### config.mk
export PLATFORM = sky130hd
export DESIGN_NAME = rom_access_arbiter
export DESIGN_NICKNAME = d
export VERILOG_FILES = /design/src/rtl/rom_arb_pkg.sv /design/src/rtl/rr_starve_guard.sv /design/src/rtl/rom_access_arbiter.sv
export SDC_FILE = /design/constraint.sdc
export NUM_CORES = 1
export LEC_CHECK = 0
export ABC_CLOCK_PERIOD_IN_PS = 6150
export BUFFER_PORTS_ARGS = -buffer_cell sky130_fd_sc_hd__buf_2
export CORE_UTILIZATION = 50
export DETAILED_ROUTE_END_ITERATION = 16
export PLACE_DENSITY = 0.83
export SLEW_MARGIN = 20
export SYNTH_ARGS = -nofsm -noshare
export SYNTH_HDL_FRONTEND = slang
export SYNTH_SLANG_ARGS = --single-unit
### constraint.sdc
create_clock -name Clock -period 6.15 [get_ports Clock]
set_input_delay 1.23 -clock Clock [delete_from_list [all_inputs] [get_ports Clock]]
set_output_delay 1.23 -clock Clock [all_outputs]
set_load 0.03 [all_outputs]
### src/rtl/rom_arb_pkg.sv
// rom_arb_pkg: shared FSM states, owner encodings and defaults for the ROM access arbiter
package rom_arb_pkg;
  typedef enum logic [1:0] {IDLE, WAIT, RETURN} state_t;
  localparam logic OWN_FETCH = 1'b0;
  localparam logic OWN_DEBUG = 1'b1;
  localparam int DEF_ROM_LATENCY = 1;
endpackage

### src/rtl/rr_starve_guard.sv
// rr_starve_guard: fetch-priority decision with a streak counter that guarantees debug progress
module rr_starve_guard #(
  parameter int STARVE_LIMIT = 4
) (
  input  logic clk,
  input  logic rst,
  input  logic f_req,
  input  logic d_req,
  input  logic grant,
  input  logic win_debug,
  output logic debug_wins
);
  logic [3:0] streak;
  assign debug_wins = d_req && (!f_req || streak >= 4'(STARVE_LIMIT));
  // count fetch grants made over a pending debug request; any other grant restarts the streak
  always_ff @(posedge clk or posedge rst)
    if (rst) streak <= '0;
    else if (grant) streak <= (win_debug || !d_req) ? '0 : (streak == 4'hf ? streak : streak + 4'd1);
endmodule

### src/rtl/rom_access_arbiter.sv
// rom_access_arbiter: shares one synchronous ROM between fetch and debug ports with fixed read latency
module rom_access_arbiter
  import rom_arb_pkg::*;
#(
  parameter int ADDR_W       = 32,
  parameter int DATA_W       = 32,
  parameter int ROM_LATENCY  = DEF_ROM_LATENCY,
  parameter int STARVE_LIMIT = 4
) (
  input  logic              Clock,
  input  logic              Reset,
  input  logic              Enable,
  input  logic              f_req,
  input  logic [ADDR_W-1:0] f_addr,
  output logic              f_ack,
  output logic              f_rvalid,
  output logic [DATA_W-1:0] f_rdata,
  input  logic              d_req,
  input  logic [ADDR_W-1:0] d_addr,
  output logic              d_ack,
  output logic              d_rvalid,
  output logic [DATA_W-1:0] d_rdata,
  output logic [ADDR_W-1:0] rom_addr,
  output logic              rom_clken,
  input  logic [DATA_W-1:0] rom_q,
  output logic              busy,
  output logic              owner
);
  state_t state;
  logic [1:0] lat_cnt;
  logic grant;
  logic win_d;
  assign grant = !Reset && state == IDLE && Enable && (f_req || d_req);
  assign f_ack = grant && !win_d;
  assign d_ack = grant && win_d;
  assign busy  = state != IDLE;
  rr_starve_guard #(.STARVE_LIMIT(STARVE_LIMIT)) u_guard (
    .clk(Clock),
    .rst(Reset),
    .f_req(f_req),
    .d_req(d_req),
    .grant(grant),
    .win_debug(win_d),
    .debug_wins(win_d)
  );
  // single-outstanding access sequencer: grant, wait out the ROM latency, return the word to its owner
  always_ff @(posedge Clock or posedge Reset)
    if (Reset) begin
      state     <= IDLE;
      rom_addr  <= '0;
      rom_clken <= 1'b0;
      lat_cnt   <= '0;
      owner     <= OWN_FETCH;
      f_rvalid  <= 1'b0;
      d_rvalid  <= 1'b0;
      f_rdata   <= '0;
      d_rdata   <= '0;
    end else begin
      f_rvalid <= 1'b0;
      d_rvalid <= 1'b0;
      case (state)
        IDLE:
          if (grant) begin
            state     <= WAIT;
            rom_addr  <= win_d ? d_addr : f_addr;
            owner     <= win_d ? OWN_DEBUG : OWN_FETCH;
            rom_clken <= 1'b1;
            lat_cnt   <= 2'(ROM_LATENCY);
          end
        WAIT:
          if (lat_cnt == 2'd1) begin
            state     <= RETURN;
            rom_clken <= 1'b0;
            if (owner == OWN_DEBUG) begin
              d_rdata  <= rom_q;
              d_rvalid <= 1'b1;
            end else begin
              f_rdata  <= rom_q;
              f_rvalid <= 1'b1;
            end
          end else lat_cnt <= lat_cnt - 2'd1;
        default: state <= IDLE;
      endcase
    end
endmodule

After elaboration in Yosys (flattened, before gate mapping)
Index checks and enable logic that the tools add are counted.
{ "word_totals": {"reg_bits": 108, "latchBits": 0, "ram_bits": 0, "mem_bits_ro": 0, "in_bits": 101, "out_inout_bits": 103, "elab_cells": 62, "mem_count": 0} }
{ "op_classes": {"n_addsub": 2, "multipliers": 0, "div": 0, "n_lt_le_gt_ge": 1, "eq_ne": 7, "shift": 0, "mux": 18, "bitwise_logic": 1, "reduce_logical": 23} }
{ "ops": {"columns": ["cell", "n"], "rows": [
  ["$mux W32", 1],
  ["$reduce_and A3 Y1", 4],
  ["$mux W1", 9],
  ["$mux W4", 2],
  ["$pmux W2 S2", 2],
  ["$logic_and A1 B1 Y1", 6],
  ["$mux W2", 3],
  ["$ne A2 B2 Y1 const B", 3],
  ["$reduce_and A2 Y1", 3],
  ["$add A4 B1 Y4 const B", 1],
  ["$eq A2 B1 Y1 const B", 2],
  ["$eq A4 B4 Y1 const B", 1],
  ["$ge A4 B3 Y1 const B", 1],
  ["$logic_not A1 Y1", 4],
  ["$reduce_bool A2 Y1", 2],
  ["$logic_or A1 B1 Y1", 3],
  ["$logic_not A2 Y1", 1],
  ["$ne A2 B1 Y1 const B", 1],
  ["$pmux W1 S2", 1],
  ["$sub A2 B1 Y2 const B", 1],
  ["$not A1 Y1", 1]
]} }

Longest topological paths before layout
{ "logic_depth": {"ltp_word": 6, "mapped_depth": 7, "mapped_depth_nobuf": 6} }

Cells and area by module
Synthesis repeated with hierarchy kept, for this count alone.
{ "unflattened": {"cells_unflattened": 296, "area_unflattened_um2": 4584.4} }
{ "by_module_without_submodules": {"columns": ["module", "instances", "cells_per_inst", "area_per_inst_um2", "seq_area_each_um2"], "rows": [
  ["rom_access_arbiter", 1, 269, 4335.4, 2602.5],
  ["rr_starve_guard", 1, 27, 249.0, 100.1]
]} }

Worst setup path after synthesis
Ideal clock, no wire load.
{ "synth_path": {"path_kind": "input -> output", "start": "input port f_req", "end": "output port f_ack", "arrival_time_ns": 2.437, "required_ns": 4.920, "slack_ns": 2.483, "stages": 4, "path_buffers": 2, "cell_sequence": "or3b_1 -> clkbuf_1 -> clkbuf_1 -> a21oi_1"} }
{ "synth_via": {"elab_chain_len": 5, "word_cells_on_any_way": 7, "cone_classes": "7 x reduce/logical"} }
{ "synth_rtl": {"columns": ["element", "line_no", "source"], "rows": [
  ["start: declaration", "rom_access_arbiter.sv:13", "input logic f_req,"],
  ["$logic_not A1 Y1", "rr_starve_guard.sv:14", "assign debug_wins = d_req && (!f_req || streak >= 4'(STARVE_LIMIT));"],
  ["$logic_or A1 B1 Y1", "rr_starve_guard.sv:14", null],
  ["$logic_and A1 B1 Y1", "rr_starve_guard.sv:14", null],
  ["$logic_not A1 Y1", "rom_access_arbiter.sv:34", "assign f_ack = grant && !win_d;"],
  ["$logic_and A1 B1 Y1 (*)", "rom_access_arbiter.sv:34", null],
  ["end: declaration", "rom_access_arbiter.sv:15", "output logic f_ack,"]
]} }
Mark *: on every way between the ends. The rest lies on a longest branch, timed or not.

Final worst setup path
{ "layout_path": {"start": "input port Reset", "end": "output port f_ack"} }
{ "layout_via": {"elab_chain_len": 5} }
{ "layout_rtl": {"columns": ["element", "line_no", "source"], "rows": [
  ["start: declaration", "rom_access_arbiter.sv:11", "input logic Reset,"],
  ["$logic_not A1 Y1 (no line)", null, null],
  ["$logic_and A1 B1 Y1 (3 in series)", "rom_access_arbiter.sv:33", "assign grant = !Reset && state == IDLE && Enable && (f_req || d_req);"],
  ["$logic_and A1 B1 Y1", "rom_access_arbiter.sv:34", null]
]} }
No other way between the ends.

==> results.yml <==
die:
  initial_core_util: 0.5174
  floorplan.die.width_um: 99.79
  rows: 35
  fp.dieArea_um2: 9957
  die_h_um: 99.79
  core_area_um2: 9240
  pin_count: 204
critical_path:
  worstSetupEndpointType: "output port"
  critPathMaxFanout: 6
  crit_slowest_cell: "nor4b_1"
  cp_cell_sequence: "buf_2, nor4b_1, nand2_1, a21oi_1, buf_2"
  critical_path.reg2reg.startpoint: "state[0]"
  setup.worst_path.start_class: "primary input"
  crit_type: "primary input to output port"
  crit_required_ns: 4.92
  critical-path-max-stage-delay_ns: 0.56
  worst-endpoint-arrival_ns: 2.65
  cpMostUsedCell: "buf_2"
  setup.worst_path.start: "Reset"
synthesis:
  yosys-top-cells-area: "dfrtp_1, mux2_2, a2bb2oi_2"
  synth_top_area_share: 0.5653
  yosysWarnings: 0
  postSynthAreaPerCell_um2: 14.10
  syn-instance-count: 339
  syn-cell-area_um2: 4781
  synth.distinct_cells: 29
  yosys.area_share.xor_xnor: 0
  synth-adder-area-share: 0.005234
  syn_nets: 442
  synth_mux_area_frac: 0.1507
  yosysSeqAreaShare: 0.5653
  synth_compound_gate_area_share: 0.2023
  netlist.top_cell.by_area: "dfrtp_1"
  main_combinational_cell_family_by_area_after_synthesis: "compound AO/OA/AOI/OAI gates"
  synthSimpleGateAreaFrac: 0.03010
  synth_register_bits: 108
timing:
  unrepaired_setup_endpoints_after_global_routing: "false"
  setup_ws_ns: 2.267
  slew_viol_final: 0
  max_slew.worst_pin.slew_ns: 0.8174
  final_hold_viol_count: 0
  finalHoldWorstSlack_ns: 0.4999
  finalClockSkew_ns: 0.01399
  max_slew_margin: 0.4545
  highest_attainable_clock_frequency_mhz: 257.5
  fin_setup_tns_ns: 0
  post-route-min-period_ns: 3.883
  setup-violations-final: 0
  finalCritPeriodShare: 0.6314
route:
  routed_wl_mm: 11.37
  drt-initial-drc-count: 149
  drc: 0
  dr.pass1.iters: 4
  drt-wirelength-per-cell_um: 17.18
  detailroute.via_count: 3686
  postRouteAntennaNets: 0
  route.detailed.vias_per_inst: 5.568
clock_network:
  cts_tree: "done"
  clkLatencyLatePin_ns: 0.36
  clk_transition_reported_paths_ns: 0.10
  cts-root-to-sink-buffers: 2
  cts_buffers: 9
  number_of_h_tree_levels: 3
  cts-root-buf: "clkbuf_8"
  post_cts_setup_buffers: 0
  clock-sinks: 108
  cts_resized: 0
  post_cts_hold_buffer_count: 0
cells_and_area:
  final_design_utilization: 0.6517
  layout.cells.most_common: "buf_2"
  mostFrequentLayoutCells: "buf_2, dfrtp_1, mux2_2, o21ai_0, a311oi_1"
  area_growth_pct: 25.96
  fin_nets: 631
  drive_above_1_share: 0.6135
  antenna-diode-count: 0
placed_design:
  io_buffers: 203
  final_weighted_congestion_of_routability_driven_global_placement: 0.7834
  post-dp-hpwl_mm: 7.963
  dp_slack_ns: 2.185
global_routing:
  first_pass_grt_wire_length_mm: 18.04
  grt_start_max_net_pins: 67
  first_global_vias: 3738
  grt-ovfl-total: 0
  global_route.usage.total: 0.2298
  antenna_found_initial: 0
pwr:
  leakage_nw: 2.793
  design_power_total_mw: 3.331
  irDropWorstVdd_v: 0.0003329
  power-per-cell-area_nw_per_um2: 553.1
run_status:
  status: "finished clean"
min_path:
  min_from: "lat_cnt[0]"
  holdCritPathClass: "register to register"
job:
  maxCapViolations: 0
## cell families (layout without fill, tap and decap cells)
| group | count (synthesis) | in the layout |
|---|---|---|
| DFF | 108 | 108 |
| AOI/OAI and AO/OA | 107 | 107 |
| and+or+nand+nor | 22 | 22 |
| buffers and inverters | 36 | 230 |
| muxes | 64 | 64 |
| adders and majority gates | 2 | 2 |
## final timing paths
path	endpoint	slack, ns	depth (start not counted)
worst max register to register	u_guard.streak[2]	3.97	3
worst min register to register	lat_cnt[0]	0.50	1
min in group asynchronous	rom_addr[25]	0.93	2
max in group asynchronous	d_rdata[25]	4.00	3
worst max-delay path	f_ack	2.27	5
worst min-delay path	lat_cnt[0]	0.50	1
## power breakdown
group | internal [mW] | switching (mW) | total [mW]
registers | 1.05 | 0.191 | 1.24
logic | 0.603 | 1.04 | 1.64
clock network | 0.198 | 0.255 | 0.453
## stage by stage
stage	instances	area, um2
after floorplan	339	4781
after global placement	646	5807
after detailed placement	646	5807
after CTS	662	6022
after global routing	662	6022
final	662	6022
## cell type report
type                       instances  area [um2]
clock buffer                       9       123.9
tap                              129       161.4
fill                             736        3218
timing repair buffer             208        1054
sequential                       108        2703
multi-input combinational        195        1864
clock inverter                     7       91.34
inverter                           6       25.02
## metal layers
metal	vias to the layer above	wire length, um	global-route usage
li1	1665	-	-
met1	1855	4582	0.2784
met2	139	6004	0.4053
met3	27	479	0.03969
met4	0	306	0.09729
met5	-	0	0
## flip-flops by register name, summed over array words and instances, names as in the netlist
| register | count |
|---|---|
| f_rdata | 32 |
| owner | 1 |
| rom_clken | 1 |
| d_rdata | 32 |
| state | 2 |
| d_rvalid | 1 |
| rom_addr | 32 |
| f_rvalid | 1 |
| lat_cnt | 2 |
| u_guard.streak | 4 |
## synthesized netlist by cell type
| library cell | number |
|---|---|
| dfrtp_1 | 108 |
| mux2_2 | 64 |
| o21ai_0 | 36 |
| a311oi_1 | 32 |
| a2bb2oi_2 | 29 |
| clkbuf_1 | 17 |
| nand2_1 | 7 |
| buf_2 | 6 |
| inv_1 | 6 |
| buf_6 | 4 |
| a21oi_1 | 3 |
| a2bb2oi_1 | 3 |
| buf_12 | 3 |
| or2_2 | 3 |
| ha_1 | 2 |
| nor2_1 | 2 |
| nor3b_1 | 2 |
| a211oi_1 | 1 |
| a31oi_1 | 1 |
| and2_1 | 1 |
| nand3_1 | 1 |
| nand3b_1 | 1 |
| nor2_2 | 1 |
| nor2_8 | 1 |
| nor4b_1 | 1 |
| o2bb2ai_1 | 1 |
| o31ai_1 | 1 |
| or3b_1 | 1 |
| or4b_4 | 1 |
## critical path: cells and delay by family
kind                   cells  cell delay [ns]
AOI/OAI and AO/OA          1             0.20
and+or+nand+nor            2             0.87
buffers and inverters      2             0.35
No activity file was read; power rests on OpenSTA's default activity.
